**src/rtl/srff_pkg.sv**
```systemverilog
// Shared types and limits for the SR flag bank: conflict-resolution modes,
// parameter range limits and the read-select width helper.
package srff_pkg;

    typedef enum logic [1:0] {
        SRF_SET_DOM = 2'd0,
        SRF_RST_DOM = 2'd1,
        SRF_TOGGLE  = 2'd2
    } srf_mode_e;

    localparam int CH_MIN    = 1;
    localparam int CH_MAX    = 32;
    localparam int CNT_W_MIN = 1;
    localparam int CNT_W_MAX = 16;

    function automatic int sel_width(input int ch);
        return (ch > 1) ? $clog2(ch) : 1;
    endfunction

endpackage

```
**src/rtl/srff_cell.sv**
```systemverilog
// One SR flag channel: optional rising-edge qualification of s, the flag itself,
// a saturating set-event counter and its sticky overflow bit.
module srff_cell
    import srff_pkg::*;
#(
    parameter srf_mode_e MODE  = SRF_SET_DOM,
    parameter int        EDGE  = 0,
    parameter int        CNT_W = 4
) (
    input  logic             clk,
    input  logic             clrn,
    input  logic             en,
    input  logic             s,
    input  logic             r,
    input  logic             clr,
    output logic             q,
    output logic [CNT_W-1:0] cnt,
    output logic             ovf
);

    localparam logic [CNT_W-1:0] CNT_MAX = '1;

    logic             s_d_q;
    logic             q_q, q_d;
    logic [CNT_W-1:0] cnt_q, cnt_d;
    logic             ovf_q, ovf_d;
    logic             s_eff;
    logic             set_evt;

    always_comb begin
        s_eff = (EDGE != 0) ? (s & ~s_d_q) : s;
        q_d   = q_q;
        if (en) begin
            if (s_eff && !r)      q_d = 1'b1;
            else if (!s_eff && r) q_d = 1'b0;
            else if (s_eff && r) begin
                case (MODE)
                    SRF_SET_DOM: q_d = 1'b1;
                    SRF_RST_DOM: q_d = 1'b0;
                    default:     q_d = ~q_q;
                endcase
            end
        end
        set_evt = q_d & ~q_q;

        // Clear is applied first so an event on the same edge survives as cnt=1.
        cnt_d = clr ? '0 : cnt_q;
        ovf_d = clr ? 1'b0 : ovf_q;
        if (set_evt) begin
            if (cnt_d == CNT_MAX) ovf_d = 1'b1;
            else                  cnt_d = cnt_d + CNT_W'(1);
        end
    end

    always_ff @(posedge clk or negedge clrn) begin
        if (!clrn) begin
            s_d_q <= 1'b0;
            q_q   <= 1'b0;
            cnt_q <= '0;
            ovf_q <= 1'b0;
        end else begin
            s_d_q <= s;
            q_q   <= q_d;
            cnt_q <= cnt_d;
            ovf_q <= ovf_d;
        end
    end

    assign q   = q_q;
    assign cnt = cnt_q;
    assign ovf = ovf_q;

endmodule

```
**src/rtl/srff_bank.sv**
```systemverilog
// Bank of CH independent SR flag channels with a registered counter read port
// (optional clear-on-read); out-of-range selects read as zero.
module srff_bank
    import srff_pkg::*;
#(
    parameter int        CH    = 8,
    parameter srf_mode_e MODE  = SRF_SET_DOM,
    parameter int        EDGE  = 0,
    parameter int        CNT_W = 4
) (
    input  logic                     clk,
    input  logic                     clrn,
    input  logic [CH-1:0]            en,
    input  logic [CH-1:0]            s,
    input  logic [CH-1:0]            r,
    output logic [CH-1:0]            q,
    output logic                     any_q,
    output logic [CH-1:0]            ovf,
    input  logic                     rd_req,
    input  logic [sel_width(CH)-1:0] rd_sel,
    input  logic                     rd_clr,
    output logic                     rd_ack,
    output logic [CNT_W-1:0]         rd_cnt
);

    logic [CH-1:0][CNT_W-1:0] cnt;
    logic [CH-1:0]            clr_vec;
    logic                     sel_ok;
    logic                     rd_ack_q, rd_ack_d;
    logic [CNT_W-1:0]         rd_cnt_q, rd_cnt_d;

    for (genvar i = 0; i < CH; i++) begin : g_ch
        srff_cell #(
            .MODE  (MODE),
            .EDGE  (EDGE),
            .CNT_W (CNT_W)
        ) u_cell (
            .clk  (clk),
            .clrn (clrn),
            .en   (en[i]),
            .s    (s[i]),
            .r    (r[i]),
            .clr  (clr_vec[i]),
            .q    (q[i]),
            .cnt  (cnt[i]),
            .ovf  (ovf[i])
        );
    end

    always_comb begin
        sel_ok   = int'(rd_sel) < CH;
        clr_vec  = '0;
        rd_ack_d = rd_req;
        rd_cnt_d = '0;
        if (rd_req && sel_ok) begin
            rd_cnt_d = cnt[rd_sel];
            if (rd_clr) clr_vec[rd_sel] = 1'b1;
        end
    end

    always_ff @(posedge clk or negedge clrn) begin
        if (!clrn) begin
            rd_ack_q <= 1'b0;
            rd_cnt_q <= '0;
        end else begin
            rd_ack_q <= rd_ack_d;
            rd_cnt_q <= rd_cnt_d;
        end
    end

    assign any_q  = |q;
    assign rd_ack = rd_ack_q;
    assign rd_cnt = rd_cnt_q;

endmodule

```
**config.mk**
```make
export PLATFORM = sky130hd
export DESIGN_NAME = srff_bank
export DESIGN_NICKNAME = d
export VERILOG_FILES = /design/src/rtl/srff_pkg.sv /design/src/rtl/srff_cell.sv /design/src/rtl/srff_bank.sv
export SDC_FILE = /design/constraint.sdc
export NUM_CORES = 1
export LEC_CHECK = 0
export ABC_AREA = 1
export CAP_MARGIN = 20
export CORE_ASPECT_RATIO = 1.75
export CORE_MARGIN = 5
export CORE_UTILIZATION = 52
export DETAILED_ROUTE_END_ITERATION = 7
export GPL_ROUTABILITY_DRIVEN = 0
export PLACE_DENSITY = 0.81
export SYNTH_ARGS = -nofsm -noshare
export SYNTH_HDL_FRONTEND = slang
export SYNTH_SLANG_ARGS = --single-unit
```
**constraint.sdc**
```tcl
create_clock -name clk -period 1.12 [get_ports clk]
set_input_delay 0.224 -clock clk [delete_from_list [all_inputs] [get_ports clk]]
set_output_delay 0.224 -clock clk [all_outputs]
set_load 0.05 [all_outputs]
```
Word level (Yosys, flattened, before mapping)
Index checks and enable logic that the tools add are counted.
W data, S select, Z words.
- register bits: 53
- input port bits: 31
- output and inout bits: 22
- word-level logic and storage cells: 189
- $add $sub $neg: 8
- magnitude comparators: 2
- eq/ne operators: 8
- multiplexer cells: 87
- bitwise gates (word level): 16
- reductions and logical operators: 42
- operator list (kind ; number):
    $mux W4 ; 26
    $mux W1 ; 57
    $add A4 B1 Y4 const B ; 8
    $eq A4 B4 Y1 const B ; 8
    $logic_and A1 B1 Y1 ; 25
    $logic_not A1 Y1 ; 16
    $mux W8 ; 2
    $bmux W4 S3 ; 1
    $and A1 B1 Y1 ; 8
    $not A1 Y1 ; 8
    $reduce_or A8 Y1 ; 1
    $lt A3 B4 Y1 const B ; 1
    $demux W1 S3 ; 1
    $ge A3 B1 Y1 const B ; 1

Longest topological paths before layout
Gate-level depths: netlist of run 1.
- word-level depth: 10
- gate-level depth with buffers: 8
- gate-level depth less buffers: 8

Cells and area by module
Synthesis of run 1 repeated with hierarchy kept, for this count alone.
- cells, all modules: 400
- area, all modules: 2986.6 µm²
- by module, submodules not included (module ; instances ; cells an instance ; area an instance (µm²) ; sequential area each (µm²)):
    srff_cell ; 8 ; 36 ; 299.0 ; 150.1
    srff_bank ; 1 ; 112 ; 594.3 ; 125.1

Least setup slack after synthesis of run 1
No wires, ideal clock.
- kind: reg-to-output
- start point: reg g_ch[5].u_cell.q_q
- end point: out any_q
- arrival: 0.969 ns
- required time: 0.896 ns
- path slack: -0.073 ns
- stages on the path, launching flop included: 3
- path buffers: 0
- cells stage by stage: dfrtp_1 nor4_1 nand2_1
- cells in the longest elaborated chain, start to end: 1
- RTL lines (element ; line ; source):
    start, declared ; srff_cell.sv:24 ; logic q_q, q_d;
    start signal, assigned ; srff_cell.sv:63 ; q_q <= q_d;
    $reduce_or A8 Y1 ; srff_bank.sv:71 ; assign any_q = |q;
    end, declared ; srff_bank.sv:17 ; output logic any_q,
Every way passes these cells.

Worst setup path in the final report of run 1
- start point: reg g_ch[0].u_cell.q_q
- end point: out any_q
- cells in the longest elaborated chain, start to end: 1
- RTL lines (element ; line):
    start, declared ; srff_cell.sv:24
    start signal, assigned ; srff_cell.sv:63
    $reduce_or A8 Y1 ; srff_bank.sv:71
Every way passes these cells.

==> run_summary.xml, run 1 <==
<?xml version="1.0" encoding="UTF-8"?>
<metrics>
  <group name="clock_tree">
    <metric name="clk_pin_slew_worst_paths" unit="ns">0.09</metric>
    <metric name="cts_inserted_buffers" unit="">5</metric>
    <metric name="cts_tree" unit="">done</metric>
    <metric name="clk_path_buf_depth" unit="">2</metric>
    <metric name="clock_sink_count" unit="">53</metric>
    <metric name="clock_insertion_delay_worst_skew" unit="ns">0.33</metric>
    <metric name="root_buffer" unit="">clkbuf_8</metric>
    <metric name="h_tree_depth" unit="">2</metric>
  </group>
  <group name="sta">
    <metric name="timing.final.crit_period" unit="ns">1.60</metric>
    <metric name="max_freq" unit="GHz">0.626</metric>
    <metric name="timing.final.setup_violations" unit="">38</metric>
    <metric name="total_count_of_max_transition_violations_in_the_final_report" unit="">0</metric>
    <metric name="final.period_utilization" unit="">1.43</metric>
    <metric name="max_slew_margin" unit="">0.786</metric>
    <metric name="worst_setup_slack_after_layout" unit="ns">-0.478</metric>
    <metric name="fin_setup_tns" unit="ns">-4.98</metric>
    <metric name="unrepaired_setup_endpoints_after_global_routing" unit="">yes</metric>
    <metric name="timing_worst_slew_pin_value" unit="ns">0.319</metric>
    <metric name="finalClockSkew" unit="ns">0.0113</metric>
    <metric name="hold_viol" unit="">0</metric>
  </group>
  <group name="detailed_routing">
    <metric name="met1Wirelength" unit="um">3030</metric>
    <metric name="via_count" unit="">3060</metric>
    <metric name="postRouteWirelength" unit="um">8920</metric>
    <metric name="drt_iter0_drc" unit="">255</metric>
    <metric name="detailroute.wirelength.met3" unit="um">438</metric>
    <metric name="routed_wire_length_per_instance" unit="um">15.7</metric>
    <metric name="detail_route.first_pass.iterations" unit="">5</metric>
    <metric name="route.top_layer_used" unit="">met4</metric>
    <metric name="routed_via_density" unit="">5.40</metric>
    <metric name="dr_wl_met2" unit="um">4910</metric>
    <metric name="post-route-drc-count" unit="">0</metric>
    <metric name="number_of_nets_with_antenna_violations_after_routing" unit="">0</metric>
  </group>
  <group name="global_routing">
    <metric name="grt_pass1_vias" unit="">2930</metric>
    <metric name="grt_start_max_net_pins" unit="">54</metric>
    <metric name="gr-total-overflow" unit="">0</metric>
    <metric name="first_pass_grt_wire_length" unit="um">12700</metric>
    <metric name="grtUsageTotal" unit="">0.232</metric>
    <metric name="number_of_antenna_violations_at_the_first_check_in_global_routing" unit="">0</metric>
  </group>
  <group name="worst_setup_path">
    <metric name="criticalPathCategory" unit="">flip-flop to primary output</metric>
    <metric name="critical_path_peak_fanout" unit="">2</metric>
    <metric name="crit_path_end_kind" unit="">primary output</metric>
    <metric name="worstPathArrival" unit="ns">1.37</metric>
    <metric name="crit_required" unit="ns">0.90</metric>
    <metric name="worst_setup_path_start_kind" unit="">flip-flop</metric>
  </group>
  <group name="synthesis">
    <metric name="syn-num-nets" unit="">415</metric>
    <metric name="ys_seq_area_frac" unit="">0.458</metric>
    <metric name="synthesis.instances" unit="">384</metric>
    <metric name="ys_warn_count" unit="">0</metric>
    <metric name="cell_variety_after_synth" unit="">25</metric>
    <metric name="post_synth.cell_area_avg" unit="um^2">7.54</metric>
    <metric name="syn_area" unit="mm^2">0.00289</metric>
    <metric name="ff_latch_count_synth" unit="">53</metric>
  </group>
  <group name="final_layout">
    <metric name="finalNonFillerCells" unit="">567</metric>
    <metric name="final_design_area_no_fill" unit="mm^2">0.00454</metric>
    <metric name="post_route_cells_drive_above_1_share" unit="">0.379</metric>
    <metric name="final_core_utilization" unit="">0.825</metric>
    <metric name="insertedDiodeCount" unit="">0</metric>
    <metric name="layout_common_cells" unit="">nand2_1 (75), nor2_1 (50), dfrtp_1 (49), buf_4 (48), inv_1 (37)</metric>
    <metric name="layout.cells.most_common" unit="">nand2_1</metric>
    <metric name="layout.nets" unit="">521</metric>
    <metric name="flow.area_growth_from_synthesis" unit="%">56.7</metric>
  </group>
  <group name="die">
    <metric name="die_width" unit="um">66.4</metric>
    <metric name="die-area" unit="mm^2">0.00722</metric>
    <metric name="floorplan.die.height" unit="um">109</metric>
    <metric name="boundaryPins" unit="">53</metric>
    <metric name="floorplan.initialDensity" unit="">0.527</metric>
    <metric name="placementRows" unit="">36</metric>
    <metric name="core_region_area" unit="mm^2">0.00550</metric>
  </group>
  <group name="placed_design">
    <metric name="io_buffers" unit="">52</metric>
    <metric name="detailed_place_hpwl" unit="um">5660</metric>
    <metric name="dp.cells" unit="">538</metric>
    <metric name="place_area" unit="mm^2">0.00394</metric>
  </group>
  <group name="power_and_ir_drop">
    <metric name="fin_total_pwr" unit="mW">9.09</metric>
    <metric name="irDropWorstVdd" unit="mV">1.49</metric>
    <metric name="pwr_density_cell" unit="mW/mm^2">2000</metric>
    <metric name="p_leak" unit="nW">2.18</metric>
  </group>
  <group name="min_path">
    <metric name="worstHoldPathType" unit="">input pin to flip-flop</metric>
  </group>
  <group name="run">
    <metric name="timing.max_cap.violations" unit="">0</metric>
  </group>
  <group name="status">
    <metric name="violations" unit="">negative setup slack</metric>
    <metric name="outcome" unit="">complete, but fails checks</metric>
  </group>
</metrics>
[state kept, by name, summed over array words and instances (netlist names)]
signal / flops
g_ch.u_cell.cnt: 32
g_ch.u_cell.ovf: 8
g_ch.u_cell.q: 8
rd_cnt: 4
rd_ack: 1
[where the power goes]
| group | switching, mW | internal [mW] |
|---|---|---|
| Clock | 0.659 | 0.672 |
| Combinational | 2.37 | 1.93 |
| Sequential | 0.812 | 2.64 |
| Total | 3.84 | 5.24 |
[cell usage after synthesis]
cell      number  share of area
nand2_1       90           0.12
nor2_1        67          0.087
dfrtp_1       53           0.46
inv_1         41          0.053
o21ai_0       25          0.043
a21oi_1       20          0.035
buf_4         16          0.042
nand3_1       12          0.021
nor2_2         8          0.017
nand4_1        7          0.015
o22ai_1        7          0.015
inv_2          6         0.0078
nand2_4        6          0.023
nand2_2        5          0.011
o21ai_1        5         0.0086
o21a_1         4          0.010
nor2_4         2         0.0078
nor3_1         2         0.0035
nor4_1         2         0.0043
buf_2          1         0.0017
buf_6          1         0.0039
clkbuf_1       1         0.0013
nand3_4        1         0.0061
nand4_2        1         0.0043
nor3_2         1         0.0035
[cell families (layout without fill, tap and decap cells)]
group / Yosys count / count (layout) / share of synthesized area
buf+inv: 66 / 173 / 0.109
flops: 53 / 53 / 0.458
compound gates: 61 / 61 / 0.112
simple gates: 204 / 204 / 0.320
[worst paths after layout]
check / slack [ns] / start / depth (start not counted) / to
setup / recovery: -0.48 / g_ch[0].u_cell.q / 3 / any_q
hold / removal: 0.35 / rd_req / 2 / rd_ack
setup reg to reg: -0.28 / g_ch[0].u_cell.q / 6 / g_ch[0].u_cell.cnt[2]
hold reg to reg: 0.53 / g_ch[3].u_cell.cnt[3] / 2 / g_ch[3].u_cell.cnt[3]
max in group asynchronous: 0.43 / clrn / 3 / g_ch[6].u_cell.q
min in group asynchronous: 0.42 / clrn / 3 / g_ch[5].u_cell.ovf
[worst max-delay path, cell delays in order (launching register included)]
cell	delay [ns]
dfrtp_1	0.47
nor4_4	0.33
nand2_2	0.09
buf_6	0.16
[per-stage QoR]
stage / hold slack [ns] / setup WS, ns
2_1_floorplan: -0.0716 / -0.00343
3_3_place_gp: 0.238 / -0.570
3_5_place_dp: 0.237 / -0.632
4_1_cts: 0.344 / -0.456
5_1_grt: 0.353 / -0.518
6_report: 0.349 / -0.478
[layer usage]
metal | track usage | up-vias
met3 | 0.0443 | 43
met5 | 0 | -
li1 | - | 1418
met1 | 0.230 | 1466
met4 | 0.141 | 0
met2 | 0.429 | 133
[repair_timing]
| item | CTS | global route |
|---|---|---|
| setup endpoints to repair | 64 | 56 |
| hold buffers | 1 | 0 |
| gates resized for setup | 47 | 62 |
| setup buffers | 9 | 15 |
| hold endpoints to repair | 53 | 0 |
| pin swaps | 21 | 18 |
| gates cloned | 0 | 0 |
[layout make-up]
type	count	area, um^2
well taps	76	95.1
repair buffers	118	1290
multi-input cells	265	1530
clock inverters	2	38.8
fillers	315	960
clock buffers	6	72.6
flip-flops and latches	53	1330
inverters	47	176
No activity file was read; power rests on OpenSTA's default activity.
==> run 2, diff against run 1 <==
--- a/config.mk
+++ b/config.mk
@@ -6,13 +6,15 @@
 export NUM_CORES = 1
 export LEC_CHECK = 0
 export ABC_AREA = 1
-export CAP_MARGIN = 20
+export CAP_MARGIN = 10
+export CELL_PAD_IN_SITES_DETAIL_PLACEMENT = 0
+export CELL_PAD_IN_SITES_GLOBAL_PLACEMENT = 1
 export CORE_ASPECT_RATIO = 1.75
 export CORE_MARGIN = 5
-export CORE_UTILIZATION = 52
+export CORE_UTILIZATION = 38
 export DETAILED_ROUTE_END_ITERATION = 7
 export GPL_ROUTABILITY_DRIVEN = 0
-export PLACE_DENSITY = 0.81
+export PLACE_DENSITY = 0.82
 export SYNTH_ARGS = -nofsm -noshare
 export SYNTH_HDL_FRONTEND = slang
 export SYNTH_SLANG_ARGS = --single-unit
==> run_summary.xml, run 2 (synthesized netlist as in run 1, its figures left out) <==
<?xml version="1.0" encoding="UTF-8"?>
<metrics>
  <group name="status">
    <metric name="outcome" unit="">complete, but fails checks</metric>
    <metric name="violations" unit="">negative setup slack</metric>
  </group>
  <group name="min_path">
    <metric name="worst_hold_path.endpoint" unit="">rd_ack</metric>
    <metric name="hold_depth" unit="">1</metric>
    <metric name="worstHoldPathType" unit="">input pin to flip-flop</metric>
    <metric name="min-delay-start" unit="">rd_req</metric>
  </group>
  <group name="clock_tree">
    <metric name="cts_inserted_buffers" unit="">5</metric>
    <metric name="cts_tree" unit="">done</metric>
    <metric name="h_tree_depth" unit="">2</metric>
    <metric name="clk_path_buf_depth" unit="">2</metric>
    <metric name="clk_pin_slew_worst_paths" unit="ns">0.07</metric>
    <metric name="clock_sink_count" unit="">53</metric>
    <metric name="clock_insertion_delay_worst_skew" unit="ns">0.30</metric>
    <metric name="root_buffer" unit="">clkbuf_16</metric>
  </group>
  <group name="final_layout">
    <metric name="flow.area_growth_from_synthesis" unit="%">54.2</metric>
    <metric name="multi_input_comb_area" unit="mm^2">0.00141</metric>
    <metric name="layout.nets" unit="">518</metric>
    <metric name="insertedDiodeCount" unit="">0</metric>
    <metric name="fill_cells" unit="">669</metric>
    <metric name="largest_register_ffs" unit="">32</metric>
    <metric name="post_route_cells_drive_above_1_share" unit="">0.344</metric>
    <metric name="layout.cells.most_common" unit="">nand2_1</metric>
    <metric name="layout_common_cells" unit="">nand2_1 (80), nor2_1 (53), dfrtp_1 (51), buf_4 (44), inv_1 (38)</metric>
    <metric name="sequential_cell_area" unit="mm^2">0.00133</metric>
  </group>
  <group name="global_routing">
    <metric name="first_pass_grt_wire_length" unit="um">12200</metric>
    <metric name="number_of_antenna_violations_at_the_first_check_in_global_routing" unit="">0</metric>
    <metric name="gr-total-overflow" unit="">0</metric>
    <metric name="grt_pass1_vias" unit="">2797</metric>
    <metric name="grtUsageTotal" unit="">0.157</metric>
    <metric name="grt_start_max_net_pins" unit="">54</metric>
  </group>
  <group name="power_and_ir_drop">
    <metric name="pwr_density_cell" unit="mW/mm^2">2010</metric>
    <metric name="fin_total_pwr" unit="mW">8.95</metric>
    <metric name="irDropWorstVdd" unit="mV">1.10</metric>
    <metric name="p_leak" unit="nW">2.23</metric>
  </group>
  <group name="detailed_routing">
    <metric name="drt_iter0_drc" unit="">146</metric>
    <metric name="routed_wire_length_per_instance" unit="um">13.3</metric>
    <metric name="postRouteWirelength" unit="um">7670</metric>
    <metric name="routed_via_density" unit="">4.89</metric>
    <metric name="number_of_nets_with_antenna_violations_after_routing" unit="">0</metric>
    <metric name="via_count" unit="">2816</metric>
    <metric name="detail_route.first_pass.iterations" unit="">6</metric>
    <metric name="post-route-drc-count" unit="">0</metric>
  </group>
  <group name="worst_setup_path">
    <metric name="cp_cell_sequence" unit="">nor4_2, buf_4, nand2_2, buf_6</metric>
    <metric name="critical_path.reg2reg.startpoint" unit="">g_ch[3].u_cell.q</metric>
    <metric name="reg2reg_depth" unit="">7</metric>
    <metric name="crit_path_end_kind" unit="">primary output</metric>
    <metric name="crit_required" unit="ns">0.90</metric>
    <metric name="timing.critical_path.slowest_cell_delay" unit="ns">0.41</metric>
    <metric name="critical-path-slowest-cell" unit="">dfrtp_1</metric>
    <metric name="end_of_the_worst_register_to_register_path" unit="">g_ch[3].u_cell.cnt[2]</metric>
    <metric name="worst_setup_path_start_kind" unit="">flip-flop</metric>
    <metric name="r2r_setup_slack" unit="ns">-0.13</metric>
    <metric name="worstPathArrival" unit="ns">1.32</metric>
    <metric name="criticalPathCategory" unit="">flip-flop to primary output</metric>
    <metric name="critical_path_peak_fanout" unit="">2</metric>
  </group>
  <group name="placed_design">
    <metric name="io_buffers" unit="">52</metric>
    <metric name="detailed_place_hpwl" unit="um">5710</metric>
  </group>
  <group name="sta">
    <metric name="timing.final.crit_period" unit="ns">1.54</metric>
    <metric name="unrepaired_setup_endpoints_after_global_routing" unit="">yes</metric>
    <metric name="total_count_of_max_transition_violations_in_the_final_report" unit="">0</metric>
    <metric name="final.period_utilization" unit="">1.38</metric>
    <metric name="worst_setup_slack_after_layout" unit="ns">-0.422</metric>
    <metric name="max_freq" unit="GHz">0.648</metric>
    <metric name="max_slew_margin" unit="">0.795</metric>
    <metric name="finalClockSkew" unit="ns">0.00278</metric>
    <metric name="hold_viol" unit="">0</metric>
    <metric name="fin_worst_hold_slack" unit="ns">0.0884</metric>
    <metric name="timing_worst_slew_pin_value" unit="ns">0.306</metric>
    <metric name="timing.final.setup_violations" unit="">30</metric>
  </group>
  <group name="die">
    <metric name="die_width" unit="um">76.0</metric>
    <metric name="placementRows" unit="">42</metric>
    <metric name="floorplan.die.height" unit="um">125</metric>
    <metric name="die-area" unit="mm^2">0.00953</metric>
    <metric name="boundaryPins" unit="">53</metric>
    <metric name="floorplan.initialDensity" unit="">0.385</metric>
    <metric name="core_region_area" unit="mm^2">0.00751</metric>
  </group>
  <group name="run">
    <metric name="timing.max_cap.violations" unit="">0</metric>
  </group>
</metrics>
==> run 2: changes by cell type in the layout (fill, tap and decap cells not counted), sizes merged <==
cell / before / now
buf: 88 / 86
bufinv: 1 / 0
clkbuf: 7 / 9
clkdlybuf4s15: 1 / 2
clkdlybuf4s50: 24 / 22
dlygate4sd2: 3 / 0
dlymetal6s2s: 0 / 2
==> run 2: cell type report <==
type | count | area share
multi-input cells | 265 | 0.316
inverters | 47 | 0.0395
clock buffers | 7 | 0.0342
clock inverters | 1 | 0.00112
flip-flops and latches | 53 | 0.298
repair buffers | 115 | 0.287
well taps | 88 | 0.0247
==> run 2: how the worst max path moves through the flow <==
stage          depth (start not counted)               endpoint             start  slack, ns
2_1_floorplan                          2                  any_q  g_ch[1].u_cell.q     -0.003
3_3_place_gp                           8  g_ch[0].u_cell.cnt[0]         rd_sel[0]      -0.62
3_5_place_dp                           8  g_ch[0].u_cell.cnt[0]         rd_sel[0]      -0.64
4_1_cts                                4                  any_q  g_ch[4].u_cell.q      -0.45
5_1_grt                                4                  any_q  g_ch[3].u_cell.q      -0.50
6_report                               4                  any_q  g_ch[4].u_cell.q      -0.42
==> run 2: timing repair <==
item / CTS / global route
setup endpoints to repair: 54 / 49
pin swaps: 22 / 24
gates resized for setup: 41 / 48
hold buffers: 1 / 0
hold endpoints to repair: 53 / 0
buffers inserted: 8 / 12
==> run 2: metrics by stage <==
step           instance area, um^2   util  std cells  setup TNS (ns)  worst slack, ns
2_1_floorplan                 2910      -        384        -0.00343         -0.00343
3_3_place_gp                  3940  0.524        548          -24.74           -0.624
3_5_place_dp                  3940  0.524        548          -25.31           -0.638
4_1_cts                       4270  0.568        564           -2.31           -0.450
5_1_grt                       4460  0.594        576           -5.39           -0.496
6_report                      4460  0.594        576           -3.15           -0.422
==> run 2: per-layer routing <==
| layer | wire length [um] | part of all wire | global-route usage |
|---|---|---|---|
| met1 | 2770 | 0.36 | 0.154 |
| met2 | 4280 | 0.56 | 0.298 |
| met3 | 278 | 0.036 | 0.0338 |
| met4 | 347 | 0.045 | 0.0828 |
| met5 | 0 | 0 | 0 |
==> run 2: power breakdown <==
part | switching [mW] | internal [mW]
logic | 2.09 | 1.85
clock network | 0.688 | 0.948
registers | 0.739 | 2.64
==> run 2: critical path: cells and delay by family (launching register included) <==
family / cells / cell delay, ns
flip-flops: 1 / 0.41
AND/OR/NAND/NOR: 2 / 0.30
buffers and inverters: 2 / 0.31
